`src/rtl/johnson_ring_counter.sv`:
```
// Bidirectional Johnson / one-hot ring counter with runtime mode switch,
// synchronous load, self-correction of illegal states and a decoded phase.
module johnson_ring_counter #(
  parameter  int N  = 9,
  localparam int PW = $clog2(2 * N)
) (
  input  logic          clk,
  input  logic          rset_n,
  input  logic          en,
  input  logic          dir,
  input  logic          mode,
  input  logic          load,
  input  logic [N-1:0]  load_val,
  output logic [N-1:0]  count_out,
  output logic [PW-1:0] phase,
  output logic          tc,
  output logic          err
);

  typedef enum logic {
    MODE_JOHNSON = 1'b0,
    MODE_RING    = 1'b1
  } mode_e;

  localparam logic [N-1:0] RING_SEED = {1'b1, {(N-1){1'b0}}};

  logic [N-1:0]  q, q_next, q_step;
  mode_e         mode_q, mode_q_next, mode_in;
  logic          err_next;
  logic [PW-1:0] ones, trans, idx;
  logic [PW-1:0] phase_legal, last_phase;
  logic          legal;

  function automatic logic [N-1:0] seed(input mode_e m);
    return (m == MODE_RING) ? RING_SEED : '0;
  endfunction

  assign mode_in = mode_e'(mode);

  // Population count, count of adjacent-bit transitions and set-bit index.
  // NOTE: every always_comb output gets a default before any branch so no latch is inferred.
  always_comb begin
    ones  = '0;
    trans = '0;
    idx   = '0;
    for (int i = 0; i < N; i++) begin
      ones = ones + PW'(q[i]);
      if (q[i]) idx = PW'(i);
    end
    for (int i = 0; i < N - 1; i++) begin
      trans = trans + PW'(q[i] ^ q[i+1]);
    end
  end

  assign legal = (mode_q == MODE_RING) ? (ones == PW'(1)) : (trans <= PW'(1));

  // Johnson states with the MSB clear (other than all-zero) sit in the
  // second half of the cycle, so their index counts back from 2N.
  always_comb begin
    phase_legal = '0;
    last_phase  = PW'(2 * N - 1);
    if (mode_q == MODE_RING) begin
      phase_legal = PW'(N - 1) - idx;
      last_phase  = PW'(N - 1);
    end else if (q[N-1] || (q == '0)) begin
      phase_legal = ones;
    end else begin
      phase_legal = PW'(2 * N) - ones;
    end
  end

  assign phase     = legal ? phase_legal : '0;
  assign count_out = q;
  assign tc        = en && !load && (mode_in == mode_q) && legal &&
                     (dir ? (phase == '0) : (phase == last_phase));

  always_comb begin
    q_step = q;
    if (mode_q == MODE_RING) begin
      q_step = dir ? {q[N-2:0], q[N-1]} : {q[0], q[N-1:1]};
    end else begin
      q_step = dir ? {q[N-2:0], ~q[N-1]} : {~q[0], q[N-1:1]};
    end
  end

  // Correction outranks a mode change so the reseed always uses the mode
  // the illegal state was judged against; the new mode follows next edge.
  always_comb begin
    q_next      = q;
    mode_q_next = mode_q;
    err_next    = 1'b0;
    if (!legal) begin
      q_next   = seed(mode_q);
      err_next = 1'b1;
    end else if (mode_in != mode_q) begin
      q_next      = seed(mode_in);
      mode_q_next = mode_in;
    end else if (load) begin
      q_next = load_val;
    end else if (en) begin
      q_next = q_step;
    end
  end

  // NOTE: state registers use non-blocking assignments so every flop samples pre-edge values.
  always_ff @(posedge clk or negedge rset_n) begin
    if (!rset_n) begin
      q      <= '0;
      mode_q <= MODE_JOHNSON;
      err    <= 1'b0;
    end else begin
      q      <= q_next;
      mode_q <= mode_q_next;
      err    <= err_next;
    end
  end

endmodule

```
`config.mk`:
```
export PLATFORM = sky130hd
export DESIGN_NAME = johnson_ring_counter
export DESIGN_NICKNAME = d
export VERILOG_FILES = /design/src/rtl/johnson_ring_counter.sv
export SDC_FILE = /design/constraint.sdc
export NUM_CORES = 1
export LEC_CHECK = 0
export BUFFER_PORTS_ARGS = -buffer_cell sky130_fd_sc_hd__buf_2
export CAP_MARGIN = 20
export CORE_MARGIN = 5
export CORE_UTILIZATION = 45
export CTS_CLUSTER_DIAMETER = 60
export DETAILED_ROUTE_END_ITERATION = 12
export PLACE_DENSITY_LB_ADDON = 0.15
export SYNTH_ARGS = -nofsm -noshare
export SYNTH_HDL_FRONTEND = slang
export SYNTH_SLANG_ARGS = --single-unit
```
`constraint.sdc`:
```
create_clock -name clk -period 5.8 [get_ports clk]
set_input_delay 0.58 -clock clk [delete_from_list [all_inputs] [get_ports clk]]
set_output_delay 0.58 -clock clk [all_outputs]
set_load 0.1 [all_outputs]
```
==> results.sh, run 1 <==
export IMPL_outcome="finished clean"
export IMPL_grt_pass1_wl_um=6520
export IMPL_grt_use_total=0.1609
export IMPL_io_buffers=30
export IMPL_drt_iter0_drc=47
export IMPL_place_ws_ns=0.4237
export IMPL_slew_headroom=0.5955
export IMPL_cts_root_buf="clkbuf_4"
export IMPL_hold_path_class="input port to async pin"
export IMPL_grt_start_max_net_pins=20
export IMPL_nNetsFinal=257
export IMPL_fp_dieH_um=69.47
export IMPL_required_ns=5.22
export IMPL_yosys_most_used_dff="dfrtp_1"
export IMPL_nFillCells=338
export IMPL_synth_edf_count=0
export IMPL_synth_warnings=0
export IMPL_synthesis_area_mm2=0.001592
export IMPL_crit_top_cell="fa_1"
export IMPL_max_stage_delay_ns=0.57
export IMPL_cts_tree="yes"
export IMPL_skew_ns=0.006887
export IMPL_synth_area_leaders="dfrtp_1, ha_1, fa_1"
export IMPL_slew_viol_final=0
export IMPL_cts_made_buffers=3
export IMPL_core_area_mm2=0.003390
export IMPL_tightestPinTransition_ns=0.6068
export IMPL_antenna_found_initial=0
export IMPL_crit_start="count_out[3]"
export IMPL_synth_top_area_cell="dfrtp_1"
export IMPL_setup_viol=0
export IMPL_path_clk_slew_ns=0.07
export IMPL_vias=1426
export IMPL_antenna_cells=0
export IMPL_fin_crit_ns=5.578
export IMPL_maxCapViolCount=0
export IMPL_clock_sinks=11
export IMPL_tns_ns=0
export IMPL_place_gp_congestion=0.8086
export IMPL_drive_gt1_frac=0.2202
export IMPL_syn_nets=234
export IMPL_fmaxAchievable_ghz=0.1793
export IMPL_avgSynthCellArea_um2=8.120
export IMPL_worst_setup_path_type="flop to output port"
export IMPL_arrival_ns=5.00
export IMPL_timing_final_ws_setup_ns=0.2222
export IMPL_post_synth_top_count_cell="nor2_1"
export IMPL_vias_per_cell=5.402
export IMPL_wl_per_cell_um=14.45
export IMPL_grt_setup_unrepaired="no"
export IMPL_path_max_fanout=7
export IMPL_drt_total_wl_um=3816
export IMPL_die_x_um=69.47
export IMPL_drcViolationCount=0
export IMPL_syn2layout_area_growth_pct=12.58
export IMPL_start_util=0.4695
export IMPL_clockBufferDepth=2
export IMPL_async_flop_share=1.000
export IMPL_dieArea_mm2=0.004826
export IMPL_postSynthCellCount=196
export IMPL_grt_overflow_total=0
export IMPL_netlist_top_cells_count="nor2_1, inv_1, ha_1"
export IMPL_cp_slowest_cell="fa_1"
export IMPL_ioPinCount=31
export IMPL_synth_cell_types=47
export IMPL_start_kind="flop"
export IMPL_ys_seq_area_frac=0.1730
export IMPL_drt_pass1_iter_count=4
export IMPL_critPathCaptureType="output port"
export IMPL_timing_rr_start="count_out[4]"
export IMPL_antenna_left=0
export IMPL_ys_ff_latch=11
export IMPL_ctsHtreeMaxLevel=1
export IMPL_dp_hpwl_um=3084
export IMPL_grt_pass1_vias=1492
export IMPL_synth_top_area_frac=0.1730
export IMPL_cp_cell_sequence="inv_1 -> fa_1 -> fa_1 -> fa_1 -> fa_1 -> fa_1 -> inv_1 -> ha_1 -> or3_1 -> or4_1 -> a2bb2oi_1 -> o2111a_2 -> buf_4"
export IMPL_fin_util=0.5286
export IMPL_clk_latency_ns=0.27
export IMPL_final_hold_viol_count=0
export IMPL_min_period_over_period=0.9617
export IMPL_rows=21
-- cell families (layout without fill, tap and decap cells) --
kind of cell	Yosys count	after routing	synth area share
simple gates	57	57	0.1745
flops	11	11	0.1730
fa+ha+maj	23	23	0.2186
mux	10	10	0.06368
buf+inv	40	62	0.09984
compound gates	46	46	0.2209
xor+xnor	9	9	0.04953
-- routing by layer --
metal  track usage  up-vias  share of wire
li1              -      717              -
met1        0.1934      680           0.44
met2        0.2934       24           0.51
met3       0.01594        5          0.033
met4       0.05857        0          0.013
met5             0        -              0
-- placed cells by master, fill, tap and decap left out, drive strengths merged, types with 2 or more instances in the layout --
cell     synthesis  layout
or2              3       3
nor3             3       3
a211oi           9       9
buf              4      31
inv             27      27
a31oi            2       2
nand2b           3       3
clkbuf           9       4
nand2            7       7
o22ai            2       2
fa               8       8
ha              15      15
nor2            29      29
mux2i            9       9
dfrtp           11      11
xnor2            6       6
a21o             2       2
o211ai           2       2
a2111oi          2       2
o21ai            2       2
or3              3       3
a21oi           11      11
xor2             3       3
or4              2       2
and2             2       2
o31a             3       3
-- worst paths after layout --
| path | slack [ns] | cells past startpoint | end |
|---|---|---|---|
| max | 0.22 | 13 | tc |
| min | 0.16 | 1 | count_out[5] |
| max reg2reg | 1.54 | 14 | count_out[0] |
| min reg2reg | 0.80 | 4 | count_out[0] |
| max in group asynchronous | 5.41 | 1 | count_out[0] |
| min in group clk | 0.55 | 3 | count_out[4] |
-- repair_timing --
item	4_1_cts	5_1_grt
hold buffers	0	0
setup endpoints to repair	0	1
gates resized for setup	0	2
setup buffers	0	0
-- sequential cells by signal (all words and copies together), names as in the netlist --
register   flops
mode_q         1
count_out      9
err            1
-- through the flow --
stage / cell area (um2) / hold slack [ns] / std cells
floorplan: 1605 / 0.2844 / 196
global placement: 1763 / 0.4619 / 260
detailed placement: 1763 / 0.4639 / 260
CTS: 1789 / 0.1666 / 264
global route: 1792 / 0.1746 / 264
finish: 1792 / 0.1603 / 264
-- critical path: cells and delay by family (launching register included) --
family,cells,cell delay [ns]
AND/OR/NAND/NOR,2,0.80
AO/OA/AOI/OAI,2,0.38
flip-flops,1,0.46
adder cells (fa/ha/maj),6,2.58
buffers and inverters,3,0.51
-- cell type report --
cell class,count,area (um2),share of cell area
inverters,27,101.3,0.05656
clock buffers,4,26.28,0.01466
multi-input cells,145,1167,0.6515
repair buffers,31,160.2,0.08939
flip-flops and latches,11,279.0,0.1557
well taps,46,57.56,0.03212
Power of run 1 is left out: the tool's default activity adds up to more than one toggle a clock period on the data nets, which glitch-free logic cannot reach.
==> run 2, diff against run 1 <==
==> constraint.sdc (replaced) <==
create_clock -name clk -period 5.75 [get_ports clk]
set_input_delay 0.575 -clock clk [delete_from_list [all_inputs] [get_ports clk]]
set_output_delay 0.575 -clock clk [all_outputs]
set_load 0.1 [all_outputs]
==> run 2 against run 1 <==
- die area unchanged
- wire length is 3.9% higher
- critical path depth unchanged
- non-clock buffer count did not move
- flip-flop and latch count unchanged
- first-iteration DRC count up 6.4%
- worst setup slack worse by 0.031 ns
- highest routed layer unchanged
- register-to-register slack lost 0.16 ns
- global-route usage grew 0.79 points
- hold slack gained 0.0057 ns
- count of clock-buffer cells in the layout unchanged
- cell area rose by 1.3%
==> results.sh, run 2 (same netlist as run 1, synthesis figures left out) <==
export IMPL_worst_setup_path_type="flop to output port"
export IMPL_place_gp_congestion=0.8081
export IMPL_antenna_left=0
export IMPL_io_buffers=30
export IMPL_vias=1481
export IMPL_dieArea_mm2=0.004826
export IMPL_fp_dieH_um=69.47
export IMPL_largest_register_ffs=9
export IMPL_post_cts_setup_buffer_count=0
export IMPL_fin_crit_ns=5.559
export IMPL_drcViolationCount=0
export IMPL_cts_tree="yes"
export IMPL_r2r_slack_ns=1.38
export IMPL_drt_iter0_drc=50
export IMPL_timing_final_ws_setup_ns=0.1908
export IMPL_path_max_fanout=7
export IMPL_core_area_mm2=0.003390
export IMPL_path_clk_slew_ns=0.07
export IMPL_drt_pass1_iter_count=4
export IMPL_cts_made_buffers=3
export IMPL_r2r_end="count_out[7]"
export IMPL_slew_headroom=0.5975
export IMPL_arrival_ns=4.98
export IMPL_die_x_um=69.47
export IMPL_nNetsFinal=257
export IMPL_min_period_over_period=0.9668
export IMPL_post_route_cell_area_mm2=0.001815
export IMPL_final_hold_viol_count=0
export IMPL_drive_gt1_frac=0.2385
export IMPL_fin_util=0.5356
export IMPL_grt_pass1_vias=1542
export IMPL_cts_hold_buffers=0
export IMPL_setup_viol=0
export IMPL_place_ws_ns=0.3324
export IMPL_grt_use_total=0.1689
export IMPL_slew_viol_final=0
export IMPL_start_util=0.4695
export IMPL_critPathCaptureType="output port"
export IMPL_clockBufferDepth=2
export IMPL_syn2layout_area_growth_pct=14.07
export IMPL_clk_latency_ns=0.27
export IMPL_grt_pass1_wl_um=6927
export IMPL_tightestPinTransition_ns=0.6038
export IMPL_ioPinCount=31
export IMPL_maxCapViolCount=0
export IMPL_start_kind="flop"
export IMPL_tns_ns=0
export IMPL_dp_hpwl_um=3154
export IMPL_timing_rr_start="count_out[6]"
export IMPL_outcome="finished clean"
export IMPL_final_cell_mix="buf_2, inv_1, nor2_1"
export IMPL_post_dp_cell_area_mm2=0.001777
export IMPL_final_common_cell="buf_2"
export IMPL_antenna_found_initial=0
export IMPL_hold_path_class="input port to async pin"
export IMPL_drt_total_wl_um=3964
export IMPL_antenna_cells=0
export IMPL_ctsHtreeMaxLevel=1
export IMPL_crit_start="count_out[3]"
export IMPL_rows=21
export IMPL_setup_worst_path_end="tc"
export IMPL_cts_root_buf="clkbuf_4"
export IMPL_nFillCells=332
export IMPL_worst_r2r_path_depth=14
export IMPL_wl_per_cell_um=15.02
export IMPL_clock_sinks=11
export IMPL_fmaxAchievable_ghz=0.1799
export IMPL_vias_per_cell=5.610
export IMPL_grt_overflow_total=0
export IMPL_required_ns=5.18
export IMPL_grt_setup_unrepaired="no"
export IMPL_grt_start_max_net_pins=20
export IMPL_skew_ns=0.006092
run 2: cell types whose count changed in the layout (fill, tap and decap cells not counted):
cell | before | now
buf_4 | 2 | 1
buf_8 | 0 | 1
fa_1 | 8 | 7
fa_2 | 0 | 1
nor2_1 | 29 | 26
nor2_2 | 0 | 3
nor3_2 | 1 | 0
nor3_4 | 0 | 1
run 2: worst max-delay path: stages, from the launching register on:
cell and delay (ns):
dfrtp_2 0.45, inv_1 0.12, fa_1 0.44, fa_1 0.52
fa_1 0.43, fa_1 0.42, fa_2 0.58, inv_1 0.09
ha_1 0.19, or3_1 0.42, or4_1 0.42, a2bb2oi_1 0.19
o2111a_2 0.22, buf_8 0.20
run 2: worst min-delay path by stage:
| stage | slack (ns) | end | depth (start not counted) |
|---|---|---|---|
| 6_report | 0.17 | count_out[5] | 1 |
| 5_1_grt | 0.17 | count_out[5] | 1 |
| 4_1_cts | 0.17 | count_out[5] | 1 |
| 3_5_place_dp | 0.47 | count_out[6] | 1 |
| 3_3_place_gp | 0.46 | count_out[7] | 1 |
| 2_1_floorplan | 0.28 | count_out[0] | 0 |
run 2: timing repair:
item                       in CTS  in global routing
hold endpoints to repair        0                  0
gates resized for setup         0                  5
setup endpoints to repair       0                  1
run 2: cell type report:
class                           instances  area (um2)  area share
Clock buffer                            4       26.28     0.01447
Inverter                               27       101.3     0.05582
Multi-Input combinational cell        145        1184      0.6520
Sequential cell                        11       279.0      0.1537
Tap cell                               46       57.56     0.03170
Timing Repair Buffer                   31       167.7     0.09235
run 2: routing by layer:
layer  track usage  part of all wire
met5             0                 0
met4       0.06074            0.0096
met3       0.01739             0.030
met2        0.3040              0.50
met1        0.2060              0.46
run 2: metrics by stage:
stage          std cells  hold WS (ns)
2_1_floorplan        196        0.2794
3_3_place_gp         260        0.4572
3_5_place_dp         260        0.4655
4_1_cts              264        0.1664
5_1_grt              264        0.1658
6_report             264        0.1660
Power of run 2 is left out for the same reason.
==> run 3, diff against run 2 <==
--- a/config.mk
+++ b/config.mk
@@ -12,6 +12,7 @@
 export CTS_CLUSTER_DIAMETER = 60
 export DETAILED_ROUTE_END_ITERATION = 12
 export PLACE_DENSITY_LB_ADDON = 0.15
+export REMOVE_ABC_BUFFERS = 1
 export SYNTH_ARGS = -nofsm -noshare
 export SYNTH_HDL_FRONTEND = slang
 export SYNTH_SLANG_ARGS = --single-unit
==> constraint.sdc (replaced) <==
create_clock -name clk -period 5.75 [get_ports clk]
set_input_delay 0.575 -clock clk [delete_from_list [all_inputs] [get_ports clk]]
set_output_delay 0.575 -clock clk [all_outputs]
set_load 0.01 [all_outputs]
==> run 3 against run 2 <==
- hold slack improved by 0.0045 ns
- critical path depth unchanged
- flip-flop and latch count unchanged
- global-route usage fell by 0.94 points
- cell area fell by 2.2%
- cell count did not move
- count of clock-buffer cells in the layout is the same
- worst setup slack better by 0.14 ns
- clock skew shrank 0.0051 ns
- sequential share of layout area is 0.14 points higher
- register-to-register slack improved by 0.12 ns
==> results.sh, run 3 (same netlist as run 1, synthesis figures left out) <==
export IMPL_busiest_layer="met2"
export IMPL_drt_total_wl_um=3769
export IMPL_final_cell_mix="buf_2, nor2_1, inv_1"
export IMPL_setup_viol=0
export IMPL_p_per_area_mw_per_mm2=504.5
export IMPL_min_period_over_period=0.9423
export IMPL_final_common_cell="buf_2"
export IMPL_cp_slowest_cell="fa_1"
export IMPL_start_util=0.4695
export IMPL_grtUsageMet3=0.01594
export IMPL_start_kind="flop"
export IMPL_vias=1426
export IMPL_tightestPinTransition_ns=0.6144
export IMPL_die_x_um=69.47
export IMPL_rows=21
export IMPL_vias_per_cell=5.402
export IMPL_wl_per_cell_um=14.28
export IMPL_outcome="finished clean"
export IMPL_grt_start_max_net_pins=20
export IMPL_place_gp_congestion=0.8342
export IMPL_final_hold_viol_count=0
export IMPL_power_leakage_uw=0.0008600
export IMPL_critPathCaptureType="output port"
export IMPL_antenna_found_initial=0
export IMPL_met1_usage=0.2111
export IMPL_grt_pass1_vias=1481
export IMPL_antenna_left=0
export IMPL_cts_made_buffers=3
export IMPL_ctsHtreeMaxLevel=1
export IMPL_nNetsFinal=257
export IMPL_maxCapViolCount=0
export IMPL_drcViolationCount=0
export IMPL_fin_util=0.5238
export IMPL_syn2layout_area_growth_pct=11.56
export IMPL_cp_cell_sequence="inv_1 -> fa_1 -> fa_1 -> fa_1 -> fa_1 -> fa_1 -> inv_1 -> ha_1 -> or3_1 -> or4_1 -> a2bb2oi_1 -> o2111a_1 -> buf_2"
export IMPL_tns_ns=0
export IMPL_ioPinCount=31
export IMPL_postCtsResizedCells=0
export IMPL_dp_hpwl_um=3035
export IMPL_grt_overflow_total=0
export IMPL_path_clk_slew_ns=0.07
export IMPL_arrival_ns=4.84
export IMPL_grt_pass1_wl_um=6617
export IMPL_io_buffers=30
export IMPL_crit_top_cell="fa_1"
export IMPL_slew_viol_final=0
export IMPL_cts_tree="yes"
export IMPL_grt_use_total=0.1595
export IMPL_grt_util_met2=0.2786
export IMPL_max_stage_delay_ns=0.57
export IMPL_nFillCells=345
export IMPL_antenna_cells=0
export IMPL_largest_register_ffs=9
export IMPL_clockBufferDepth=2
export IMPL_cts_root_buf="clkbuf_4"
export IMPL_path_max_fanout=6
export IMPL_vdd_drop_max_v=0.0003315
export IMPL_post_dp_cell_area_mm2=0.001749
export IMPL_drt_pass1_iter_count=4
export IMPL_grt_setup_unrepaired="no"
export IMPL_worst_setup_path_type="flop to output port"
export IMPL_dieArea_mm2=0.004826
export IMPL_skew_ns=0.0009742
export IMPL_required_ns=5.18
export IMPL_hold_path_class="input port to async pin"
export IMPL_fmaxAchievable_ghz=0.1846
export IMPL_fp_dieH_um=69.47
export IMPL_clock_sinks=11
export IMPL_fin_crit_ns=5.418
export IMPL_post_cts_setup_buffer_count=0
export IMPL_clk_latency_ns=0.26
export IMPL_cts_hold_buffers=0
export IMPL_post_route_cell_area_mm2=0.001775
export IMPL_drive_gt1_frac=0.1927
export IMPL_drt_iter0_drc=38
export IMPL_core_area_mm2=0.003390
export IMPL_slew_headroom=0.5904
## run 3: cell count changes in the layout (fill, tap and decap cells not counted), moves of 3 or more
cell	previous run	this run
dfrtp_2	3	0
dfrtp_1	8	11
nor2_2	3	0
nor2_1	26	29
## run 3: per-layer routing
metal	vias to the layer above	routed length (um)
li1	720	-
met1	666	1712
met2	34	1854
met3	6	171
met4	0	31
met5	-	0
## run 3: worst max-delay path: cells and delay by family (launching register included)
family	cells	cell delay, ns
adder cells (fa/ha/maj)	6	2.64
AND/OR/NAND/NOR	2	0.79
flip-flops	1	0.45
AO/OA/AOI/OAI	2	0.34
buffers and inverters	3	0.34
## run 3: report_power, final
| group | total (uW) | switching, uW | internal (uW) |
|---|---|---|---|
| registers | 140 | 40.3 | 99.3 |
| clock network | 51.2 | 24.5 | 26.8 |
| logic | 705 | 405 | 299 |
| total | 896 | 470 | 425 |
## run 3: worst paths after layout
kind                              start            to  slack, ns  cells after the start
max                        count_out[0]            tc       0.33                     13
min                              rset_n  count_out[6]       0.17                      1
max reg2reg                count_out[0]  count_out[1]       1.50                     11
min reg2reg                count_out[2]  count_out[2]       0.81                      4
max in group asynchronous        rset_n  count_out[5]       5.38                      1
min in group clk            load_val[7]  count_out[7]       0.55                      3
## run 3: final cells by class
class,instances,area [um2],area share
timing repair buffer,31,157.7,0.08879
sequential,11,275.3,0.1550
inverter,27,101.3,0.05708
tap,46,57.56,0.03242
multi-input combinational,145,1157,0.6519
clock buffer,4,26.28,0.01480
## run 3: through the flow
| stage | hold WS, ns | power, uW | cells | setup WS (ns) |
|---|---|---|---|---|
| after floorplan | 0.2794 | 657.4 | 183 | 0.8385 |
| after global placement | 0.4557 | 831.7 | 260 | 0.7029 |
| after detailed placement | 0.4543 | 847.8 | 260 | 0.6116 |
| after CTS | 0.1732 | 902.3 | 264 | 0.3306 |
| after global routing | 0.1809 | 1010 | 264 | 0.07403 |
| final | 0.1706 | 895.6 | 264 | 0.3320 |
Power figures use the tool's default switching activity.
